File: config.mk
export PLATFORM = sky130hd
export DESIGN_NAME = instr_issue_seq
export DESIGN_NICKNAME = d
export VERILOG_FILES = /design/src/rtl/instr_issue_pkg.sv /design/src/rtl/issue_prog_ram.sv /design/src/rtl/instr_issue_seq.sv
export SDC_FILE = /design/constraint.sdc
export NUM_CORES = 1
export LEC_CHECK = 0
export ABC_AREA = 1
export CAP_MARGIN = 20
export CELL_PAD_IN_SITES_DETAIL_PLACEMENT = 1
export CELL_PAD_IN_SITES_GLOBAL_PLACEMENT = 2
export CORE_MARGIN = 2
export CORE_UTILIZATION = 41
export DETAILED_ROUTE_END_ITERATION = 8
export MAX_ROUTING_LAYER = met4
export PLACE_DENSITY = 0.76
export SYNTH_ARGS = -nofsm -noshare
export SYNTH_HDL_FRONTEND = slang
export SYNTH_SLANG_ARGS = --single-unit
File: constraint.sdc
create_clock -name Clk -period 4.75 [get_ports Clk]
set_input_delay 0.475 -clock Clk [delete_from_list [all_inputs] [get_ports Clk]]
set_output_delay 0.475 -clock Clk [all_outputs]
set_load 0.05 [all_outputs]
File: src/rtl/instr_issue_pkg.sv
// instr_issue_pkg: shared types and constants for the instruction issue sequencer
package instr_issue_pkg;
  localparam int WORD_W = 32;
  localparam logic [WORD_W-1:0] NOP_WORD = 32'h0000_0000;
  typedef enum logic [1:0] {IDLE, ISSUE, WAIT, DONE} state_t;
endpackage

File: src/rtl/issue_prog_ram.sv
// issue_prog_ram: DEPTH x 32 program store, synchronous write, combinational read
module issue_prog_ram import instr_issue_pkg::*; #(
  parameter int DEPTH  = 16,
  parameter int ADDR_W = 4
) (
  input  logic              i_clk,
  input  logic              i_we,
  input  logic [ADDR_W-1:0] i_waddr,
  input  logic [WORD_W-1:0] i_wdata,
  input  logic [ADDR_W-1:0] i_raddr,
  output logic [WORD_W-1:0] o_rdata
);
  logic [WORD_W-1:0] r_mem [DEPTH];
  always_ff @(posedge i_clk)
    if (i_we) r_mem[i_waddr] <= i_wdata;
  assign o_rdata = r_mem[i_raddr];
endmodule

File: src/rtl/instr_issue_seq.sv
// instr_issue_seq: walks a loaded program store and issues words to the CPU GAP cycles apart
// Optional NOP_SKIP_EN: zero words are skipped in ISSUE at one cycle each instead of being issued.
module instr_issue_seq import instr_issue_pkg::*; #(
  parameter int DEPTH  = 16,
  parameter int ADDR_W = 4,
  parameter int GAP    = 6
) (
  input  logic              Clk,
  input  logic              Reset,
  input  logic              load_en,
  input  logic [ADDR_W-1:0] load_addr,
  input  logic [WORD_W-1:0] load_data,
  input  logic [ADDR_W:0]   prog_len,
  input  logic              start,
  input  logic              stall,
  output logic [WORD_W-1:0] instrWord,
  output logic              newInstr,
  output logic [ADDR_W-1:0] pc,
  output logic              busy,
  output logic              done
);
  localparam logic [ADDR_W:0] DEPTH_L = (ADDR_W+1)'(DEPTH);
  localparam logic [7:0] CNT_INIT = 8'(GAP-2);
  state_t r_state, w_state;
  logic [ADDR_W:0] r_len, w_len, w_start_len;
  logic [ADDR_W-1:0] r_pc, w_pc;
  logic [7:0] r_cnt, w_cnt;
  logic [WORD_W-1:0] r_word, w_word, w_rd;
  logic r_new, w_new, w_busy, w_last;
  issue_prog_ram #(.DEPTH(DEPTH), .ADDR_W(ADDR_W)) u_ram (
    .i_clk  (Clk),
    .i_we   (load_en && !w_busy),
    .i_waddr(load_addr),
    .i_wdata(load_data),
    .i_raddr(r_pc),
    .o_rdata(w_rd)
  );
  assign w_busy = r_state == ISSUE || r_state == WAIT;
  assign w_last = {1'b0, r_pc} == r_len - (ADDR_W+1)'(1);
  assign w_start_len = prog_len > DEPTH_L ? DEPTH_L : prog_len;
  always_comb begin
    w_state = r_state;
    w_len = r_len;
    w_pc = r_pc;
    w_cnt = r_cnt;
    w_word = r_word;
    w_new = 1'b0;
    case (r_state)
      IDLE, DONE: if (start) begin
        w_len = w_start_len;
        w_pc = '0;
        w_state = w_start_len == '0 ? DONE : ISSUE;
      end
      ISSUE:
`ifdef NOP_SKIP_EN
        if (w_rd == NOP_WORD) begin
          w_state = w_last ? DONE : ISSUE;
          w_pc = w_last ? r_pc : r_pc + ADDR_W'(1);
        end else
`endif
        begin
          w_word = w_rd;
          w_new = 1'b1;
          w_cnt = CNT_INIT;
          w_state = WAIT;
        end
      WAIT: if (!stall) begin
        if (r_cnt == 8'd0) begin
          w_state = w_last ? DONE : ISSUE;
          w_pc = w_last ? r_pc : r_pc + ADDR_W'(1);
        end else w_cnt = r_cnt - 8'd1;
      end
      default: w_state = IDLE;
    endcase
  end
  always_ff @(posedge Clk)
    if (Reset) begin
      r_state <= IDLE;
      r_len <= '0;
      r_pc <= '0;
      r_cnt <= '0;
      r_word <= '0;
      r_new <= 1'b0;
    end else begin
      r_state <= w_state;
      r_len <= w_len;
      r_pc <= w_pc;
      r_cnt <= w_cnt;
      r_word <= w_word;
      r_new <= w_new;
    end
  assign instrWord = r_word;
  assign newInstr = r_new;
  assign pc = r_pc;
  assign busy = w_busy;
  assign done = r_state == DONE;
endmodule
Word-level counts from Yosys, hierarchy flattened:

Memory sizes are Yosys's and may differ from the RTL's. A register that Yosys moved wholly into a read port is not among the register bits.
Index checks and enable logic that the tools add are counted.

* add/subtract/negate cells: 3
* multiplexer cells: 18
* order comparisons: 1
* equal/unequal tests: 9
* reduce and logical (&&, ||, !) cells: 13

Operator list (number)
* two-way mux 4 bit: 4
* two-way mux 8 bit: 2
* case mux 8 bit (2 select lines): 1
* two-way mux 2 bit: 5
* zero test 8 bit: 1
* != test 2 bit (second input constant): 4
* case mux 4 bit (2 select lines): 1
* subtractor 8 x 1 -> 8 bit (second input constant): 1
* case mux 2 bit (3 select lines): 1
* AND reduction 3 bit: 2
* equality test 4 x 5 -> 1 bit: 1
* > comparator 5 bit (second input constant): 1
* zero test 5 bit: 1
* two-way mux 5 bit: 1
* AND reduction 5 bit: 1
* subtractor 5 x 1 -> 5 bit (second input constant): 1
* adder 4 x 1 -> 4 bit (second input constant): 1
* equality test 2 bit (second input constant): 2
* nonzero test 2 bit: 2
* two-way mux 1 bit: 3
* equality test 2 x 1 -> 1 bit (second input constant): 1
* zero test 2 bit: 1
* != test 2 x 1 -> 1 bit (second input constant): 1
* AND reduction 2 bit: 1
* other kinds (4): 4

* bits of input ports: 46
* logic and storage cells: 50
* output and inout port bits: 39
* memory bits (writable): 512
* memories kept: 1
* register bits after elaboration: 20

Memories
* u_ram.r_mem: depth 16, width 32, read ports 1, clocked after memory_dff 1, write ports 1, RTL line issue_prog_ram.sv:13 `logic [WORD_W-1:0] r_mem [DEPTH];`

Depth between registers and ports, before layout:

* depth in word-level cells: 6
* depth in mapped cells: 12
* depth with buffers taken out: 11

By module:

From an unflattened synthesis, not the netlist that was laid out.

* cells, all modules: 2407
* area total of the unflattened synthesis: 24397.1 um^2

By module, submodules not included
* issue_prog_ram: instances 1, cells an instance 2088, sequential area each 15374.7 um^2, area each 22089.9 um^2
* instr_issue_seq: instances 1, cells an instance 319, sequential area each 1041.0 um^2, area each 2307.2 um^2

Least setup slack after synthesis:

No wires, ideal clock.

* path type: register to register
* from: register r_state[0]
* to: memory u_ram.r_mem[11][0] (enable)
* slack: 0.958 ns
* buffers on the path: 1
* setup time: 0.461 ns
* stages on the path, launching flop included: 6
* arrival time: 3.331 ns
* clock period less this slack: 3.792 ns
* data required time: 4.289 ns
* cell sequence: dfxtp_1 -> inv_1 -> ha_1 -> clkbuf_1 -> nand2_1 -> nor3_1

* cells in the longest elaborated chain, start to end: 6
* elaborated cells on any way between the ends: 7
* those cells by class: eq/ne: 2; mux: 2; reduce/logical: 3

Ends and longest elaborated chain
* from (decl): RTL line instr_issue_seq.sv:24 `state_t r_state, w_state;`
* from (signal assigned): RTL line instr_issue_seq.sv:85 `r_state <= w_state;`
* equality test 2 x 1 -> 1 bit or equality test 2 bit (tied branches): RTL line instr_issue_seq.sv:38 `assign w_busy = r_state == ISSUE || r_state == WAIT;`
* logical OR 1 bit (*): RTL line instr_issue_seq.sv:38
* zero test 1 bit (*): RTL line instr_issue_seq.sv:32 `.i_we (load_en && !w_busy),`
* logical AND 1 bit (*): RTL line instr_issue_seq.sv:32
* two-way mux 1 bit (*): RTL line issue_prog_ram.sv:15 `if (i_we) r_mem[i_waddr] <= i_wdata;`
* two-way mux 1 bit (implied by the code) (*): RTL line issue_prog_ram.sv:15
* to (decl): RTL line issue_prog_ram.sv:13

Mark *: on every way between the ends. The rest lies on a longest branch, timed or not.

Worst setup path after layout:

* from: register r_pc[0] (netlist: pc[0])
* to: output pc[0]

RTL lines
* from (decl): RTL line instr_issue_seq.sv:26 `logic [ADDR_W-1:0] r_pc, w_pc;`
* from (signal assigned): RTL line instr_issue_seq.sv:87 `r_pc <= w_pc;`
* to (decl): RTL line instr_issue_seq.sv:18 `output logic [ADDR_W-1:0] pc,`

No word-level cell between the ends.

==> flow_metrics.py <==
metrics = {
    "status": {
        "status": "completed",
    },
    "cells_and_area": {
        "diodes": 0,
        "num-nets-final": 2177,
        "area_growth_pct": 15.9,
        "drive_gt1_share_pct": 6.90,
    },
    "sta": {
        "setup_tns_ps": 0,
        "slew_headroom_pct": 31.0,
        "fin_crit_ps": 3280,
        "rsz0062_at_grt": "false",
        "worst_pin_slew_ps": 1030,
        "clock.fmax_ghz": 0.305,
        "slew_viol_final": 0,
        "skew_ps": 19.5,
        "finalSetupViolCount": 0,
        "finalHoldViolCount": 0,
        "period_share_pct": 69.0,
        "setup_slack_ps": 1470,
    },
    "cts": {
        "root_buffer": "clkbuf_16",
        "clk_latency_ps": 620,
        "cts_sinks": 564,
        "cts_setup_buffers": 0,
        "clock_path_buffers": 3,
        "ctsHoldBuffers": 0,
        "cts.clk_slew.worst_paths_ps": 60,
        "cts_tree": "yes",
        "htreeDepth": 2,
        "cts_made_buffers": 61,
        "cts.repair.resized": 0,
    },
    "power_and_ir_drop": {
        "netSwitchingFraction_pct": 31.2,
        "powerDensity_nw_per_um2": 502,
        "p_leak_uw": 0.00968,
        "ir_drop_mv": 0.337,
        "pwr-share-seq_pct": 43.7,
        "internal_power_uw": 9190,
        "pwr-share-comb_pct": 21.7,
        "p_sw_uw": 4170,
        "clkPwrFrac_pct": 34.6,
    },
    "placement": {
        "gp_congestion": 0.795,
        "io_buffers": 84,
        "place_hpwl_um": 38600,
        "dp_slack_ps": 1370,
    },
    "setup_path": {
        "crit_type": "reg2out",
        "cp_max_fo": 123,
        "regToRegSetupSlack_ps": 1530,
        "crit_path_end_kind": "output pin",
        "start_kind": "flip-flop",
        "r2r-start": "r_state[0]",
        "worstPathArrival_ps": 2800,
        "required_ps": 4280,
        "timing.rr.end": "u_ram.r_mem[12][17]",
        "ff2ff_path_depth": 7,
    },
    "synthesis": {
        "seq_area_frac_synth_pct": 71.5,
        "synthCells": 2055,
        "synth_area_per_cell_um2": 11.2,
        "synth_area_um2": 23000,
        "ys_seq_elements": 564,
        "ys_async_sr_fraction_pct": 0,
        "yosysWarnings": 0,
        "synth_edf_count": 512,
        "yosys_most_used_dff": "edfxtp_1",
        "synth_nets": 2109,
        "ys_types": 33,
    },
    "flow_run": {
        "maxCapViolations": 0,
    },
    "routing": {
        "drc": 0,
        "routed_wirelength_um": 65300,
        "drtIter0Drc": 1189,
        "viasPerCell": 5.25,
        "drtPass1Iterations": 8,
        "drt-wirelength-per-cell_um": 22.3,
        "postRouteAntennaNets": 0,
        "vias": 15300,
    },
    "global_route": {
        "grt_usage_pct": 23.7,
        "antenna_found_initial": 0,
        "grt_pass1_wl_um": 98400,
        "grt_pass1_vias": 15900,
        "grt_max_degree": 124,
        "grt_overflow": 0,
    },
    "floorplanning": {
        "die_h_um": 241,
        "io-pin-count": 85,
        "row_count": 86,
        "die_width_um": 241,
        "start_util_pct": 41.6,
        "core_area_um2": 55200,
        "dieArea_um2": 57900,
    },
    "worst_hold_path": {
        "hp-class": "in2reg",
        "hp-start": "Reset",
        "min_to": "instrWord[24]",
        "min_path_cells": 4,
    },
}
cells in the final DEF, fill, tap and decap left out, types with 5 or more instances in the layout:
cell / Yosys / routed
nor3_2: 0 / 6
nand2_1: 819 / 819
a21oi_1: 52 / 52
a21boi_1: 8 / 8
ha_1: 8 / 7
clkbuf_1: 23 / 16
clkinv_1: 1 / 17
edfxtp_1: 512 / 512
inv_1: 58 / 57
clkdlybuf4s50_1: 0 / 83
nor2_4: 2 / 12
o211ai_1: 32 / 32
clkbuf_8: 0 / 5
clkinv_2: 0 / 7
xor2_1: 5 / 5
buf_4: 17 / 23
a21boi_0: 24 / 24
clkbuf_16: 0 / 62
nand3_1: 237 / 237
nor2_1: 104 / 94
dfxtp_1: 52 / 49
buf_12: 0 / 9
state kept, by name, indices dropped and copies added, names as in the netlist:
name         count
newInstr         1
pc               4
u_ram.r_mem    512
r_len            5
r_cnt            8
r_state          2
instrWord       32
critical path, cell delays in order, from the launching register on:
cell,delay [ps]
dfxtp_4,770
buf_12,480
clkdlybuf4s50_1,920
cells in the mapped netlist, types with 5 or more instances:
library cell  count  area [µm²]
edfxtp_1        512       15400
inv_1            58         218
nand3_1         237        1190
buf_2            66         330
clkbuf_1         23        86.3
nand2_1         819        3070
nor2_1          104         390
xor2_1            5        43.8
a21boi_1          8        60.1
dfxtp_1          52        1040
buf_4            17         128
ha_1              8         100
a21oi_1          52         260
nor3_1            6        30.0
o211ai_1         32         240
a21boi_0         24         180
metrics by stage:
step / hold WS (ps) / total power [µW] / instance area, µm² / instances / util, %
floorplan: 422 / 7820 / 23000 / 2055 / -
global placement: 437 / 8790 / 24500 / 2800 / 44.4
detailed placement: 448 / 8860 / 24600 / 2806 / 44.6
CTS: 430 / 13500 / 26600 / 2921 / 48.1
global route: 484 / 14000 / 26600 / 2923 / 48.2
finish: 443 / 13400 / 26600 / 2923 / 48.2
power by group through the flow:
stage	clock network, µW	registers (µW)	logic [µW]
4_1_cts	4720	5840	2930
3_5_place_dp	0	5940	2920
3_3_place_gp	0	5930	2860
6_report	4630	5840	2890
5_1_grt	4900	5860	3220
2_1_floorplan	0	6240	1580
layer usage:
metal | GRT usage (%) | share of wire, % | wire length, µm | vias up
met5 | - | 0 | 0 | -
met4 | 5.27 | 1.7 | 1100 | 0
met3 | 4.16 | 5.8 | 3790 | 89
met2 | 36.9 | 46 | 30300 | 363
met1 | 32.5 | 46 | 30100 | 7740
li1 | - | - | - | 7148
worst max-delay path by stage:
stage	startpoint	to	slack (ps)	cells after the start
after global placement	load_en	u_ram.r_mem[15][13]	1430	5
after CTS	pc[0]	pc[0]	1340	2
after detailed placement	load_en	u_ram.r_mem[7][17]	1370	5
after floorplan	r_state[0]	u_ram.r_mem[11][0]	960	5
after global routing	pc[0]	pc[0]	1280	2
final	pc[0]	pc[0]	1470	2
cell type report:
| type | instances | area, µm² |
|---|---|---|
| fill | 5848 | 28600 |
| sequential | 564 | 16400 |
| multi-input combinational | 1316 | 5830 |
| clock buffer | 83 | 1680 |
| timing repair buffer | 118 | 1240 |
| tap | 748 | 936 |
| clock inverter | 32 | 262 |
| inverter | 62 | 240 |
cell families after synthesis:
group                      count (synthesis)  share of synthesized area [%]
adders and majority gates                  8                          0.436
xor gates and xnor gates                   7                          0.267
and+or+nand+nor                         1175                           20.7
DFF                                      564                           71.5
buffers and inverters                    175                           3.62
AOI/OAI and AO/OA                        126                           3.54
Power figures use the tool's default switching activity.
==> variant: new RTL, same settings <==
The option `NOP_SKIP_EN` is turned on by a define.
--- a/src/rtl/instr_issue_seq.sv
+++ b/src/rtl/instr_issue_seq.sv
@@ -1,5 +1,7 @@
 // instr_issue_seq: walks a loaded program store and issues words to the CPU GAP cycles apart
 // Optional NOP_SKIP_EN: zero words are skipped in ISSUE at one cycle each instead of being issued.
+`define NOP_SKIP_EN
+
 module instr_issue_seq import instr_issue_pkg::*; #(
   parameter int DEPTH  = 16,
   parameter int ADDR_W = 4,
Check against the original RTL: not equivalent (Yosys sat finds a counterexample within 4 cycles, from zero or initial values and one cycle with Reset high).
==> variant against the unedited design <==
Synthesized area increased by 2.0%. Sequential cell count grew 4. Combinational power rose by 26%. Wire length rose by 7.1%. Sequential share of layout area shrank 1.2 points. Global-route usage increased by 0.91 points. Cell area increased by 2.5%. Total power is 6.5% higher. Register-to-register slack lost 0.55 ns. Setup slack lost 0.50 ns. Critical path type is now register to register. Largest cell class unchanged. Highest routed layer unchanged.
==> variant: results (changes against the unedited design) <==
hold path depth - 3 (-1)
fin crit share - 79.5% (+11 points)
Syn Inst Count - 2,170 (+5.6%)
Placer Congestion - 0.776 (-2.4%)
First-pass DRT Iterations - 5 (-3)
initial DRC count - 1,150 (-3.3%)
share of cells above drive strength 1 - 6.58% (-0.32 points)
Post-layout nets - 2,296 (+5.5%)
clk_skew - 0.0239 ns (+0.00435 ns)
Clk Latency, worst-skew pair - 0.64 ns (+0.02 ns)
Leak - 0.0101 uW (+4.6%)
GR Util All Layers - 24.6% (+0.91 points)
Place WS - 1.06 ns (-0.310 ns)
CP max stage cell - a21oi_1
number of global-route vias before repair - 16,700 (+5.0%)
CP Max Fanout - 53 (-57%)
Comb pwr share - 25.7% (+4.0 points)
reg2reg setup slack - 0.98 ns (-0.55 ns)
r2r worst-path depth - 16 (+9)
HP Start - prog_len[3]
Placed Cells - 2,935 (+4.6%)
Hold Crit Endpoint - r_len[3]$_SDFFE_PP0P_
NetSw - 4700 uW (+13%)
VDD IR-drop max - 0.000520 V (+54%)
status - complete, no violations
CP arrival - 4.26 ns (+1.46 ns)
relative slew slack - 36.7% (+5.7 points)
==> variant: changes by cell type after synthesis, moves of 13 or more <==
cell / before / now
a21boi_0: 24 / 0
buf_1: 4 / 21
inv_1: 58 / 130
buf_2: 66 / 31
o21ai_1: 0 / 16
nand2_1: 819 / 588
nor2_1: 104 / 297
a21oi_1: 52 / 24
o21ai_0: 3 / 106
nand3_1: 237 / 250
clkbuf_1: 23 / 45
==> variant: final cells by class <==
class                           count  area, um2  area share [%]
Tap cell                          756        946            3.47
Sequential cell                   568      16500            60.5
Timing Repair Buffer              128       1380            5.05
Inverter                          134        513            1.88
Multi-Input combinational cell   1350       5980            21.9
Clock inverter                     31        267           0.977
Clock buffer                       84       1700            6.21
Antenna cell                        2       5.00          0.0183
==> variant: kinds of logic after synthesis <==
logic type / count (synthesis) / synth area share, %
flops: 568 / 70.4
fa+ha+maj: 7 / 0.374
buf+inv: 252 / 4.58
simple gates: 1145 / 19.8
compound gates: 187 / 4.43
xor+xnor: 11 / 0.411
==> variant: metal layers <==
metal,up-vias,wire length [um],global-route usage (%)
met1,8168,31800,32.7
met3,102,3120,3.45
li1,7518,-,-
met5,-,0,-
met4,0,1360,6.53
met2,337,33600,39.6
==> variant: worst reg2reg max path, stage by stage, from the launching register on <==
cell	delay [ns]
dfxtp_2	0.36
inv_6	0.37
buf_12	0.33
buf_4	0.35
nor2_1	0.09
o21ai_0	0.08
nand3_1	0.15
nand3_1	0.10
nand2_1	0.11
nor2_1	0.11
nand2_1	0.06
nor2_1	0.25
nand2_1	0.16
o21ai_2	0.16
buf_4	0.37
nand3_1	0.17
a21oi_1	0.42
